--- src/rtl/key_pulse_controller_if.sv ---
// Key pulse controller bus: raw key levels in, debounced
// levels, command pulse, latched index and busy flag out.
interface key_pulse_controller_if #(
    parameter int NUM_KEYS = 2,
    parameter int IDX_W    = 1
);
    logic [NUM_KEYS-1:0] key_in;
    logic [NUM_KEYS-1:0] key_pulse;
    logic [NUM_KEYS-1:0] key_level;
    logic [IDX_W-1:0]    key_idx;
    logic                busy;

    modport master (
        output key_in,
        input  key_pulse,
        input  key_level,
        input  key_idx,
        input  busy
    );

    modport slave (
        input  key_in,
        output key_pulse,
        output key_level,
        output key_idx,
        output busy
    );
endinterface

--- src/rtl/key_pulse_controller.sv ---
// Key synchronizer, per-channel debouncer and one-pulse-per-press FSM.
// Optional held-key auto repeat enabled by macro KEY_AUTO_REPEAT_EN.
module key_pulse_controller #(
    parameter int NUM_KEYS        = 2,
    parameter int DEBOUNCE_CYCLES = 16,
    parameter int REPEAT_CYCLES   = 1000
) (
    input  logic                  clk,
    input  logic                  rst_n,
    key_pulse_controller_if.slave bus
);
    localparam int IDX_W = (NUM_KEYS > 1) ? $clog2(NUM_KEYS) : 1;
    localparam int CNT_W = $clog2(DEBOUNCE_CYCLES + 1);
    localparam logic [CNT_W-1:0] DB_MAX = CNT_W'(DEBOUNCE_CYCLES);

    typedef enum logic [1:0] {
        IDLE  = 2'd0,
        PULSE = 2'd1,
        HOLD  = 2'd2
    } state_t;

    logic [NUM_KEYS-1:0] sync1_q;
    logic [NUM_KEYS-1:0] sync2_q;
    logic [CNT_W-1:0]    cnt_q [NUM_KEYS];
    logic [CNT_W-1:0]    cnt_d [NUM_KEYS];
    logic [NUM_KEYS-1:0] level_q;
    logic [NUM_KEYS-1:0] level_d;

    state_t              state_q;
    state_t              state_d;
    logic [IDX_W-1:0]    idx_q;
    logic [IDX_W-1:0]    idx_d;
    logic [IDX_W-1:0]    low_idx;
    logic [NUM_KEYS-1:0] pulse_q;
    logic [NUM_KEYS-1:0] pulse_d;
    logic                busy_q;
    logic                busy_d;

`ifdef KEY_AUTO_REPEAT_EN
    localparam int RPT_W = $clog2(REPEAT_CYCLES);
    localparam logic [RPT_W-1:0] RPT_MAX = RPT_W'(REPEAT_CYCLES - 1);
    logic [RPT_W-1:0] rpt_q;
    logic [RPT_W-1:0] rpt_d;
`endif

    // Two-flop synchronizer on the raw asynchronous key levels
    always_ff @(posedge clk or negedge rst_n) begin
        if (!rst_n) begin
            sync1_q <= '0;
            sync2_q <= '0;
        end else begin
            sync1_q <= bus.key_in;
            sync2_q <= sync1_q;
        end
    end

    // Debounce: count cycles the synced level differs, flip level at limit
    always_comb begin
        level_d = level_q;
        for (int i = 0; i < NUM_KEYS; i++) begin
            cnt_d[i] = '0;
            if (sync2_q[i] != level_q[i]) begin
                if (cnt_q[i] + CNT_W'(1) == DB_MAX) begin
                    level_d[i] = ~level_q[i];
                end else begin
                    cnt_d[i] = cnt_q[i] + CNT_W'(1);
                end
            end
        end
    end

    // Debounce counter and debounced level registers
    always_ff @(posedge clk or negedge rst_n) begin
        if (!rst_n) begin
            for (int i = 0; i < NUM_KEYS; i++) begin
                cnt_q[i] <= '0;
            end
            level_q <= '0;
        end else begin
            for (int i = 0; i < NUM_KEYS; i++) begin
                cnt_q[i] <= cnt_d[i];
            end
            level_q <= level_d;
        end
    end

    // Lowest-index priority pick among debounced pressed keys
    always_comb begin
        low_idx = '0;
        for (int i = NUM_KEYS - 1; i >= 0; i--) begin
            if (level_q[i]) begin
                low_idx = IDX_W'(i);
            end
        end
    end

    // Next state, latched index and registered-output next values
    always_comb begin
        state_d = state_q;
        idx_d   = idx_q;
`ifdef KEY_AUTO_REPEAT_EN
        rpt_d   = '0;
`endif
        unique case (state_q)
            IDLE: begin
                if (|level_q) begin
                    idx_d   = low_idx;
                    state_d = PULSE;
                end
            end
            PULSE: begin
                state_d = HOLD;
            end
            HOLD: begin
`ifdef KEY_AUTO_REPEAT_EN
                rpt_d = rpt_q + RPT_W'(1);
                if (!(|level_q)) begin
                    state_d = IDLE;
                end else if (level_q[idx_q] && rpt_q == RPT_MAX) begin
                    state_d = PULSE;
                end
`else
                if (!(|level_q)) begin
                    state_d = IDLE;
                end
`endif
            end
            default: begin
                state_d = IDLE;
            end
        endcase

        pulse_d = '0;
        for (int i = 0; i < NUM_KEYS; i++) begin
            pulse_d[i] = (state_d == PULSE) && (idx_d == IDX_W'(i));
        end
        busy_d = (state_d != IDLE);
    end

    // FSM state and registered outputs
    always_ff @(posedge clk or negedge rst_n) begin
        if (!rst_n) begin
            state_q <= IDLE;
            idx_q   <= '0;
            pulse_q <= '0;
            busy_q  <= 1'b0;
        end else begin
            state_q <= state_d;
            idx_q   <= idx_d;
            pulse_q <= pulse_d;
            busy_q  <= busy_d;
        end
    end

`ifdef KEY_AUTO_REPEAT_EN
    // Repeat interval counter, cleared outside HOLD
    always_ff @(posedge clk or negedge rst_n) begin
        if (!rst_n) begin
            rpt_q <= '0;
        end else begin
            rpt_q <= rpt_d;
        end
    end
`endif

    assign bus.key_pulse = pulse_q;
    assign bus.key_level = level_q;
    assign bus.key_idx   = idx_q;
    assign bus.busy      = busy_q;
endmodule

--- src/flat_wrapper.sv ---
// flat-port wrapper written by rule: the top's interface ports become plain ports
module key_pulse_controller_flat 
#(
    parameter int NUM_KEYS        = 2,
    parameter int DEBOUNCE_CYCLES = 16,
    parameter int REPEAT_CYCLES   = 1000
)
  (clk, rst_n, bus_key_in, bus_key_pulse, bus_key_level, bus_key_idx, bus_busy);
  key_pulse_controller_if #(.NUM_KEYS(NUM_KEYS), .IDX_W(1)) bus_i ();
  input  logic clk;
  input  logic rst_n;
  input wire logic [$bits(bus_i.key_in)-1:0] bus_key_in;
  output wire logic [$bits(bus_i.key_pulse)-1:0] bus_key_pulse;
  output wire logic [$bits(bus_i.key_level)-1:0] bus_key_level;
  output wire logic [$bits(bus_i.key_idx)-1:0] bus_key_idx;
  output wire logic [$bits(bus_i.busy)-1:0] bus_busy;
  assign bus_i.key_in = bus_key_in;
  assign bus_key_pulse = bus_i.key_pulse;
  assign bus_key_level = bus_i.key_level;
  assign bus_key_idx = bus_i.key_idx;
  assign bus_busy = bus_i.busy;
  key_pulse_controller #(.NUM_KEYS(NUM_KEYS), .DEBOUNCE_CYCLES(DEBOUNCE_CYCLES), .REPEAT_CYCLES(REPEAT_CYCLES)) u_core (.clk(clk), .rst_n(rst_n), .bus(bus_i));
endmodule
--- config.mk ---
export PLATFORM = sky130hd
export DESIGN_NAME = key_pulse_controller_flat
export DESIGN_NICKNAME = d
export VERILOG_FILES = /design/src/rtl/key_pulse_controller_if.sv /design/src/rtl/key_pulse_controller.sv /design/src/flat_wrapper.sv
export SDC_FILE = /design/constraint.sdc
export NUM_CORES = 1
export LEC_CHECK = 0
export ABC_AREA = 1
export ABC_CLOCK_PERIOD_IN_PS = 3300
export BUFFER_PORTS_ARGS = -buffer_cell sky130_fd_sc_hd__buf_2
export CORE_ASPECT_RATIO = 1.1
export CORE_MARGIN = 2
export CORE_UTILIZATION = 40
export DETAILED_ROUTE_END_ITERATION = 6
export GPL_ROUTABILITY_DRIVEN = 0
export PLACE_DENSITY = 0.66
export SYNTH_ARGS = -nofsm -noshare
export SYNTH_HDL_FRONTEND = slang
export SYNTH_SLANG_ARGS = --single-unit
--- constraint.sdc ---
create_clock -name clk -period 3.3 [get_ports clk]
set_input_delay 0.66 -clock clk [delete_from_list [all_inputs] [get_ports clk]]
set_output_delay 0.66 -clock clk [all_outputs]
set_load 0.03 [all_outputs]
==> results of run 1 <==
-- metrics by stage --
step / utilization / cells / hold WS [ns] / power (mW)
2_1_floorplan: - / 90 / 0.331 / 0.301
3_3_place_gp: 0.469 / 127 / 0.333 / 0.310
3_5_place_dp: 0.469 / 127 / 0.348 / 0.312
4_1_cts: 0.487 / 131 / 0.298 / 0.458
5_1_grt: 0.487 / 131 / 0.315 / 0.477
6_report: 0.487 / 131 / 0.288 / 0.452
-- registers in the layout (all words and copies together) (netlist names) --
name and cells:
u_core.cnt_q 10, u_core.bus.key_level 2, u_core.bus.key_pulse 2, u_core.state_q 2, u_core.sync1_q 2, u_core.sync2_q 2
u_core.bus.busy 1, u_core.bus.key_idx 1
-- cells by family after synthesis --
logic type | after synthesis | synth area share
buf+inv | 11 | 0.0470
simple gates | 48 | 0.246
xor+xnor | 2 | 0.0199
compound gates | 5 | 0.0313
fa+ha+maj | 2 | 0.0285
flops | 22 | 0.627
-- power by group --
part           switching, mW  internal [mW]  total, mW
Sequential           0.00762          0.278      0.285
Clock                 0.0781         0.0675      0.146
Combinational         0.0132        0.00775     0.0209
-- synth_stat cells --
library cell  count
a21oi_1           3
and2_1            2
dfrtp_1          22
ha_1              2
inv_1            10
inv_2             1
nand2_1          19
nand3_1           6
nand4_1           6
nor2_1           11
nor2_2            1
nor3_1            2
nor3b_1           1
o21ai_0           1
o21bai_1          1
xor2_1            2
-- cells in the final DEF, fill, tap and decap left out, drive strengths merged, types with 2 or more instances in the layout --
master  count
nor2       12
nor3        2
buf         9
nand3       6
inv        11
nand2      19
dfrtp      22
a21oi       3
clkbuf      4
ha          2
and2        2
xor2        2
nand4       6
-- cell type report --
class,count,area [sq um],area share
clock buffer,4,36.3,0.0365
inverter,11,41.3,0.0415
multi-input combinational,57,287,0.288
sequential,22,551,0.553
tap,28,35.0,0.0352
timing repair buffer,9,45.0,0.0453
-- worst max-delay path by stage --
stage / to / slack, ns / start / depth (start not counted)
floorplan: bus_key_level[1] / 2.09 / u_core.bus.key_level[1]$_DFFE_PN0P_ / 0
global placement: bus_key_level[1] / 2.00 / u_core.bus.key_level[1]$_DFFE_PN0P_ / 1
detailed placement: bus_key_level[1] / 1.98 / u_core.bus.key_level[1]$_DFFE_PN0P_ / 1
CTS: bus_key_level[1] / 1.62 / u_core.bus.key_level[1]$_DFFE_PN0P_ / 1
global route: bus_key_level[1] / 1.58 / u_core.bus.key_level[1]$_DFFE_PN0P_ / 1
finish: bus_key_level[1] / 1.65 / u_core.bus.key_level[1]$_DFFE_PN0P_ / 1
-- metal layers --
| metal | part of all wire | track usage | routed length, um |
|---|---|---|---|
| met1 | 0.49 | 0.159 | 677 |
| met2 | 0.44 | 0.208 | 613 |
| met3 | 0.043 | 0.0282 | 60 |
| met4 | 0.029 | 0.0857 | 40 |
| met5 | 0 | 0 | 0 |
==> results by group, run 1 <==
STA
  • RSZ-0062 raised after global routing: false
  • Max Transition Viols Final: 0
  • Post-route setup TNS: 0 ns
  • Final period utilization: 0.501
  • Worst slew pin tran: 0.475 ns
  • Slew HR: 0.683
  • Fmax: 605 MHz
  • Setup violators final: 0
  • Fin worst setup slack: 1.65 ns
  • Tmin final: 1.65 ns
  • Hold Vio Cnt, Final: 0
  • Clock Skews: 0.00122 ns

Worst setup path
  • CP bufs+invs: 1
  • Startpoint Class: flip-flop
  • R2R setup slack: 2.01 ns
  • Crit-path cells: buf_2
  • R2R Path End: u_core.cnt_q[0]$_DFF_PN0_
  • Worst EP required: 2.64 ns
  • CP arrival: 0.99 ns
  • Worst Reg2Reg Path Length in Cells: 6
  • Slowest stage delay, CP: 0.45 ns
  • Crit path capture type: primary output
  • CP Class: reg2out
  • Maximum fanout along the worst path: 6
  • Worst r2r src: u_core.cnt_q[0]$_DFF_PN0_
  • CP delay by family, top: flip-flops
  • Crit-path slowest cell: dfrtp_1

Clock tree
  • Sink Count: 22
  • CTS buffer count: 3
  • CTS tree: done
  • Root Driver: clkbuf_4
  • Number of H-tree levels: 1
  • Post_cts resized: 0
  • Hold_buf cts: 0
  • Clk buf depth: 2
  • Clock Latency Late Sink: 0.31 ns
  • Setup Buffers After CTS: 0
  • Clk pin slew, worst setup/hold paths: 0.11 ns

Synthesis
  • Mapped Cells: 90
  • Syn Std Cell Area: 878 sq um
  • Seq/Total Area, Yosys: 0.627
  • Mean Syn Cell Area: 9.76 sq um
  • Flops & latches, synth: 22
  • Top cell type's share of synthesized area: 0.627
  • Post-Syn Nets: 96
  • Ys Warns: 0
  • Synth top area cells: dfrtp_1 (63%), nand2_1 (8.1%), nor2_1 (4.7%)
  • Post-synth top area cell: dfrtp_1
  • Unique masters post-synth: 16

Min path
  • Hold crit path type: in2async

Drt
  • Initial DRC count: 3
  • Via count: 596
  • ANT nets after route: 0
  • DR vias/cell: 4.55
  • Average wire per cell in the routed design: 10.6 um
  • First-pass detailed-route iteration total: 2
  • DRC Markers: 0
  • Final Routed Wirelength: 1.39 mm

Floorplan
  • Core Rows: 17
  • Die Area: 2590 sq um
  • Initial Utilization: 0.430
  • Core ar.: 2040 sq um
  • Width of the die: 48.7 um
  • IO Count: 10
  • Die Height: 53.1 um

Global route
  • GRT Overall Usage: 0.129
  • Vias in the first global route: 558
  • GRT Residual Overflow: 0
  • Largest net degree at the start of global routing: 23
  • Antenna violations before repair: 0
  • First-pass GRT wire length: 2.44 mm

Final layout
  • Layout area overhead: 13.2%
  • Fill count: 203
  • Final Cell Area: 995 sq um
  • Final net count: 110
  • Number of antenna diodes: 0
  • Proportion of layout cells with a drive suffix above 1: 0.146

Placed design
  • Placed cell areas: 958 sq um
  • Post-DP HPWL: 1.05 mm
  • I/O Buffers: 9
  • Pre-CTS WS: 1.98 ns

Power
  • Worst vdd ir: 317 uV
  • Power density over the cells: 454 nW/um^2
  • Leakage power total: 0.536 nW

Flow run
  • Max Cap Viol: 0

Status
  • Status: completed
Note: power is estimated with default switching activity, not from simulation.
==> run 2: changes to the inputs <==
- ABC_AREA: 1 -> 0
- ABC_CLOCK_PERIOD_IN_PS: 3300 -> 1500
- PLACE_DENSITY: 0.66 -> 0.68
- clock period: 3.3 -> 1.5 ns (I/O delays scaled with it)
==> results by group, run 2 <==
Synthesis
  • Mean Syn Cell Area: 12.2 sq um (+25%)
  • Most used DFF post-synth: dfrtp_1
  • Synth top area cells: dfrtp_1 (63%), xnor2_1 (4.0%), nor2_1 (3.8%)
  • Top-count cell post-synth: dfrtp_1
  • Top cell type's share of synthesized area: 0.627 (unchanged)
  • Post-Syn Nets: 78 (-19%)
  • Commonest cells in the synthesized netlist: dfrtp_1 (22), nor2_1 (9), nand2_1 (5)
  • EDFF count, synth: 0 (unchanged)
  • Async S/R FF share, synth: 1.00 (unchanged)
  • Seq/Total Area, Yosys: 0.627 (unchanged)
  • Syn Std Cell Area: 878 sq um (unchanged)
  • Mapped Cells: 72 (-20%)
  • Ys Warns: 0 (unchanged)
  • Post-synth top area cell: dfrtp_1
  • Flops & latches, synth: 22 (unchanged)
  • Unique masters post-synth: 19 (+3)

Final layout
  • Number of antenna diodes: 0 (unchanged)
  • Top reg by flops: u_core.cnt_q
  • Number of flip-flops in the largest register: 10 (unchanged)
  • Most frequent cells in the layout: dfrtp_1 (22), nor2_1 (9), buf_2 (9)
  • Most common cell after layout, fill and taps aside: dfrtp_1
  • Layout area overhead: 14.4%
  • Final net count: 93 (-15%)
  • Proportion of layout cells with a drive suffix above 1: 0.221 (+0.0753)
  • Fill count: 195 (-3.9%)

Floorplan
  • Core ar.: 2040 sq um (unchanged)
  • Die Height: 53.1 um (unchanged)
  • Initial Utilization: 0.430 (unchanged)
  • Die Area: 2590 sq um (unchanged)
  • Width of the die: 48.7 um (unchanged)
  • Core Rows: 17 (unchanged)
  • IO Count: 10 (unchanged)

Clock tree
  • Clock Latency Late Sink: 0.30 ns (about the same)
  • Root Driver: clkbuf_4
  • Sink Count: 22 (unchanged)
  • CTS tree: done
  • CTS buffer count: 3 (unchanged)
  • Clk pin slew, worst setup/hold paths: 0.11 ns (about the same)
  • Number of H-tree levels: 1 (unchanged)
  • Clk buf depth: 2 (unchanged)

Global route
  • Largest net degree at the start of global routing: 23 (unchanged)
  • First-pass GRT wire length: 2.15 mm (-12%)
  • Vias in the first global route: 523 (-6.3%)
  • GRT Residual Overflow: 0 (unchanged)
  • Antenna violations before repair: 0 (unchanged)
  • GRT Overall Usage: 0.112 (-0.0175)

Power
  • Sequential share of power: 0.635 (+0.003)
  • Sw power: 0.211 mW (+110%)
  • Comb pwr share: 0.049 (+0.003)
  • Switch share: 0.213 (-0.00575)
  • Pint: 0.781 mW (+120%)
  • Worst vdd ir: 416 uV (+31%)
  • Leakage power total: 0.470 nW (-12%)
  • Clock power frac: 0.316 (-0.006)
  • Power density over the cells: 987 nW/um^2 (+120%)
  • Final total power: 0.992 mW (+120%)

Placed design
  • I/O Buffers: 9 (unchanged)

Drt
  • Via count: 529 (-11%)
  • Initial DRC count: 5 (+2)
  • DR vias/cell: 4.64 (+2.0%)
  • Final Routed Wirelength: 1.21 mm (-13%)
  • ANT nets after route: 0 (unchanged)
  • First-pass detailed-route iteration total: 3 (+1)
  • Average wire per cell in the routed design: 10.6 um (-0.29%)
  • DRC Markers: 0 (unchanged)

STA
  • Tmin final: 1.34 ns
  • Setup violators final: 0 (unchanged)
  • Fmax: 747 MHz
  • Post-route setup TNS: 0 ns (unchanged)
  • Worst slew pin tran: 0.465 ns (-0.0104 ns)
  • Final period utilization: 0.892
  • Hold Vio Cnt, Final: 0 (unchanged)
  • Clock Skews: 0.00331 ns (+0.00209 ns)
  • Max Transition Viols Final: 0 (unchanged)
  • Slew HR: 0.690 (+0.00692)
  • RSZ-0062 raised after global routing: false

Worst setup path
  • Slowest stage delay, CP: 0.44 ns (about the same)
  • Worst EP required: 1.70 ns (-0.94 ns)
  • CP delay by family, top: flip-flops
  • Crit-path slowest cell: dfrtp_1
  • Crit path capture type: flip-flop
  • CP arrival: 1.54 ns (+0.55 ns)
  • CP bufs+invs: 0 (-1)
  • CP Class: reg2reg
  • Crit-path cells: ha_1 -> nand2_1 -> a21oi_2 -> mux2_4
  • Maximum fanout along the worst path: 5 (-1)
  • Startpoint Class: flip-flop

Flow run
  • Max Cap Viol: 0 (unchanged)

Min path
  • Hold crit path type: in2reg

Status
  • Status: completed
-- run 2: cell type report --
cell class / instances / area [sq um] / share of cell area
sequential: 22 / 551 / 0.548
tap: 28 / 35.0 / 0.0349
multi-input combinational: 50 / 328 / 0.326
timing repair buffer: 10 / 55.1 / 0.0548
clock buffer: 4 / 36.3 / 0.0361
-- run 2: kinds of logic after synthesis --
| group | synth area share |
|---|---|
| adders and majority gates | 0.0285 |
| xor gates and xnor gates | 0.0598 |
| and+or+nand+nor | 0.188 |
| AOI/OAI and AO/OA | 0.0627 |
| muxes | 0.0342 |
| DFF | 0.627 |
-- run 2: worst paths after layout --
path	startpoint	end	slack, ns	cells past startpoint
worst min register to register	u_core.sync1_q[0]$_DFF_PN0_	u_core.sync2_q[0]$_DFF_PN0_	0.36	0
max in group asynchronous	rst_n	u_core.cnt_q[5]$_DFF_PN0_	0.72	2
worst min-delay path	bus_key_in[1]	u_core.sync1_q[1]$_DFF_PN0_	0.1	1
worst max register to register	u_core.cnt_q[0]$_DFF_PN0_	u_core.bus.key_level[1]$_DFFE_PN0P_	0.16	4
worst max-delay path	u_core.cnt_q[0]$_DFF_PN0_	u_core.bus.key_level[1]$_DFFE_PN0P_	0.16	4
min in group asynchronous	rst_n	u_core.cnt_q[4]$_DFF_PN0_	0.47	2
-- run 2: what timing repair did --
item | in CTS | in global routing
endpoints found under the hold margin | 22 | 0
buffers inserted | 0 | 0
resized for setup | 0 | 0
hold buffers | 1 | 0
endpoints found under the setup margin | 0 | 0
-- run 2: routing by layer --
layer	GRT usage	vias to the layer above	wire length [um]
li1	-	273	-
met1	0.128	244	599
met2	0.205	12	551
met3	0.0254	0	56
met4	0.0429	0	0
met5	0	-	0
-- run 2: per-stage QoR --
step,cells,instance area (sq um),util,hold slack [ns],setup slack [ns]
2_1_floorplan,72,878,-,0.00441,0.261
3_3_place_gp,109,958,0.469,0.283,0.175
3_5_place_dp,109,958,0.469,0.277,0.167
4_1_cts,114,1000,0.492,0.0893,0.149
5_1_grt,114,1000,0.492,0.0858,0.0869
6_report,114,1000,0.492,0.0960,0.162
-- run 2: power by group through the flow --
stage / clock, mW / sequential [mW] / combinational [mW]
floorplan: 0 / 0.639 / 0.0280
global placement: 0 / 0.640 / 0.0477
detailed placement: 0 / 0.642 / 0.0480
CTS: 0.324 / 0.630 / 0.0501
global route: 0.349 / 0.633 / 0.0594
finish: 0.313 / 0.630 / 0.0486
-- run 2: worst reg2reg max path, cell delays in order, from the launching register on --
cell	delay (ns)
dfrtp_1	0.44
ha_1	0.24
nand2_1	0.09
a21oi_2	0.16
mux2_4	0.31
==> run 3: changes to the inputs <==
- CORE_MARGIN: 2 -> 5
- PLACE_DENSITY: 0.68 -> 0.6
==> results by group, run 3 (synthesis gave the netlist of run 2 again) <==
Worst setup path
  • Worst EP required: 1.20 ns (-0.50 ns)
  • Startpoint Class: flip-flop
  • CP Class: reg2out
  • Crit-path cells: buf_2
  • R2R Path End: u_core.bus.key_level[1]$_DFFE_PN0P_
  • Crit-path slowest cell: dfrtp_1
  • CP arrival: 1.04 ns (-0.50 ns)
  • Worst r2r src: u_core.cnt_q[0]$_DFF_PN0_
  • Slowest stage delay, CP: 0.49 ns (+0.05 ns)
  • R2R setup slack: 0.17 ns (about the same)
  • CP delay by family, top: flip-flops
  • Worst Reg2Reg Path Length in Cells: 4 (unchanged)
  • Crit path capture type: primary output
  • Maximum fanout along the worst path: 7 (+2)
  • CP bufs+invs: 1 (+1)

Power
  • Final total power: 0.935 mW (-5.8%)
  • Pint: 0.726 mW (-7.0%)
  • Power density over the cells: 943 nW/um^2 (-4.5%)
  • Sequential share of power: 0.673 (+0.038)
  • Sw power: 0.209 mW (-1.3%)
  • Comb pwr share: 0.053 (+0.004)
  • Leakage power total: 0.463 nW (-1.5%)
  • Switch share: 0.223 (+0.0101)
  • Worst vdd ir: 557 uV (+34%)
  • Clock power frac: 0.274 (-0.042)

Global route
  • Largest net degree at the start of global routing: 23 (unchanged)
  • Vias in the first global route: 601 (+15%)
  • GRT Overall Usage: 0.105 (-0.00685)
  • Antenna violations before repair: 0 (unchanged)
  • GRT Residual Overflow: 0 (unchanged)
  • First-pass GRT wire length: 2.49 mm (+16%)

Drt
  • Average wire per cell in the routed design: 11.4 um (+7.8%)
  • Detail Route met2 WL: 571 um (+3.6%)
  • DRC Markers: 0 (unchanged)
  • DR vias/cell: 4.67 (+0.69%)
  • M1 WL: 653 um (+9.0%)
  • First-pass detailed-route iteration total: 3 (unchanged)
  • Via count: 528 (-0.19%)
  • ANT nets after route: 0 (unchanged)
  • WL met3: 49 um (-13%)
  • Initial DRC count: 1 (-4)
  • Final Routed Wirelength: 1.29 mm (+6.9%)
  • Max Used Layer: met4

Final layout
  • Proportion of layout cells with a drive suffix above 1: 0.212 (-0.00917)
  • Layout area overhead: 12.8%
  • Top reg by flops: u_core.cnt_q
  • Number of antenna diodes: 0 (unchanged)
  • Final net count: 93 (unchanged)
  • Most common cell after layout, fill and taps aside: dfrtp_1
  • Number of flip-flops in the largest register: 10 (unchanged)
  • Most frequent cells in the layout: dfrtp_1 (22), nor2_1 (9), buf_2 (9)

Clock tree
  • CTS buffer count: 3 (unchanged)
  • Clock Latency Late Sink: 0.29 ns (about the same)
  • Setup Buffers After CTS: 0 (unchanged)
  • Sink Count: 22 (unchanged)
  • Number of H-tree levels: 1 (unchanged)
  • Root Driver: clkbuf_4
  • CTS tree: done
  • Clk pin slew, worst setup/hold paths: 0.11 ns (about the same)
  • Clk buf depth: 2 (unchanged)

STA
  • Hold Vio Cnt, Final: 0 (unchanged)
  • Final period utilization: 0.892 (about the same)
  • Clock Skews: 0.00192 ns (-0.00140 ns)
  • Post-route setup TNS: 0 ns (unchanged)
  • RSZ-0062 raised after global routing: false
  • Max Transition Viols Final: 0 (unchanged)
  • Fmax: 747 MHz (about the same)
  • Fin worst setup slack: 0.162 ns (+0.0000760 ns)
  • Fin Hold WS: 0.101 ns (+0.00528 ns)
  • Worst slew pin tran: 0.473 ns (+0.00877 ns)
  • Setup violators final: 0 (unchanged)
  • Slew HR: 0.684 (-0.00584)
  • Tmin final: 1.34 ns (-0.0000760 ns)

Floorplan
  • Die Height: 59.1 um (+11%)
  • Core Rows: 17 (unchanged)
  • Width of the die: 54.7 um (+12%)
  • Initial Utilization: 0.426 (-0.00443)
  • Core ar.: 2060 sq um (+1.0%)
  • IO Count: 10 (unchanged)
  • Die Area: 3230 sq um (+25%)

Placed design
  • I/O Buffers: 9 (unchanged)
  • Pre-CTS WS: 0.181 ns (+0.0136 ns)
  • Post-DP HPWL: 926 um

Flow run
  • Max Cap Viol: 0 (unchanged)

Min path
  • Worst Hold End: u_core.sync1_q[1]$_DFF_PN0_
  • Hold crit path type: in2reg
  • Min-delay src: bus_key_in[1]
  • Hold path cells: 1 (unchanged)

Status
  • Status: completed
-- run 3: cell count changes in the layout (fill, tap and decap cells not counted) --
| cell | change |
|---|---|
| clkbuf_8 | -1 |
-- run 3: what timing repair did --
item	CTS	global route
endpoints found under the hold margin	22	0
gates resized for setup	0	0
hold buffers	1	0
-- run 3: cell type report --
| class | instances | area [sq um] |
|---|---|---|
| multi-input combinational | 50 | 328 |
| sequential | 22 | 551 |
| fill | 203 | 1070 |
| tap | 28 | 35.0 |
| timing repair buffer | 10 | 55.1 |
| clock buffer | 3 | 22.5 |
-- run 3: worst max path at each step --
stage | to | startpoint | cells past startpoint | slack (ns)
floorplan | u_core.bus.key_level[0]$_DFFE_PN0P_ | u_core.cnt_q[5]$_DFF_PN0_ | 4 | 0.26
global placement | u_core.bus.key_level[1]$_DFFE_PN0P_ | u_core.cnt_q[0]$_DFF_PN0_ | 4 | 0.18
detailed placement | u_core.bus.key_level[1]$_DFFE_PN0P_ | u_core.cnt_q[0]$_DFF_PN0_ | 4 | 0.18
CTS | bus_key_level[0] | u_core.bus.key_level[0]$_DFFE_PN0P_ | 1 | 0.14
global route | u_core.bus.key_level[1]$_DFFE_PN0P_ | u_core.cnt_q[0]$_DFF_PN0_ | 4 | 0.08
finish | bus_key_level[0] | u_core.bus.key_level[0]$_DFFE_PN0P_ | 1 | 0.16
-- run 3: worst reg2reg max path: cells and delay by family, from the launching register on --
| family | cells | cell delay [ns] |
|---|---|---|
| adders and majority gates | 1 | 0.23 |
| DFF | 1 | 0.43 |
| and+or+nand+nor | 1 | 0.09 |
| muxes | 1 | 0.31 |
| AOI/OAI and AO/OA | 1 | 0.16 |
-- run 3: routing by layer --
layer,vias to the layer above,global-route usage
met1,245,0.140
met5,-,0
met2,8,0.157
met4,0,0.0534
li1,273,-
met3,2,0.0227
-- run 3: power by group through the flow --
stage | clock, mW | sequential (mW) | combinational, mW
after floorplan | 0 | 0.639 | 0.0280
after global placement | 0 | 0.641 | 0.0484
after detailed placement | 0 | 0.641 | 0.0484
after CTS | 0.270 | 0.630 | 0.0510
after global routing | 0.290 | 0.634 | 0.0582
final | 0.256 | 0.629 | 0.0491
-- run 3: through the flow --
step / instances / area (sq um) / util
6_report: 113 / 991 / 0.480
5_1_grt: 113 / 991 / 0.480
4_1_cts: 113 / 991 / 0.480
3_5_place_dp: 109 / 958 / 0.465
3_3_place_gp: 109 / 958 / 0.465
2_1_floorplan: 72 / 878 / -
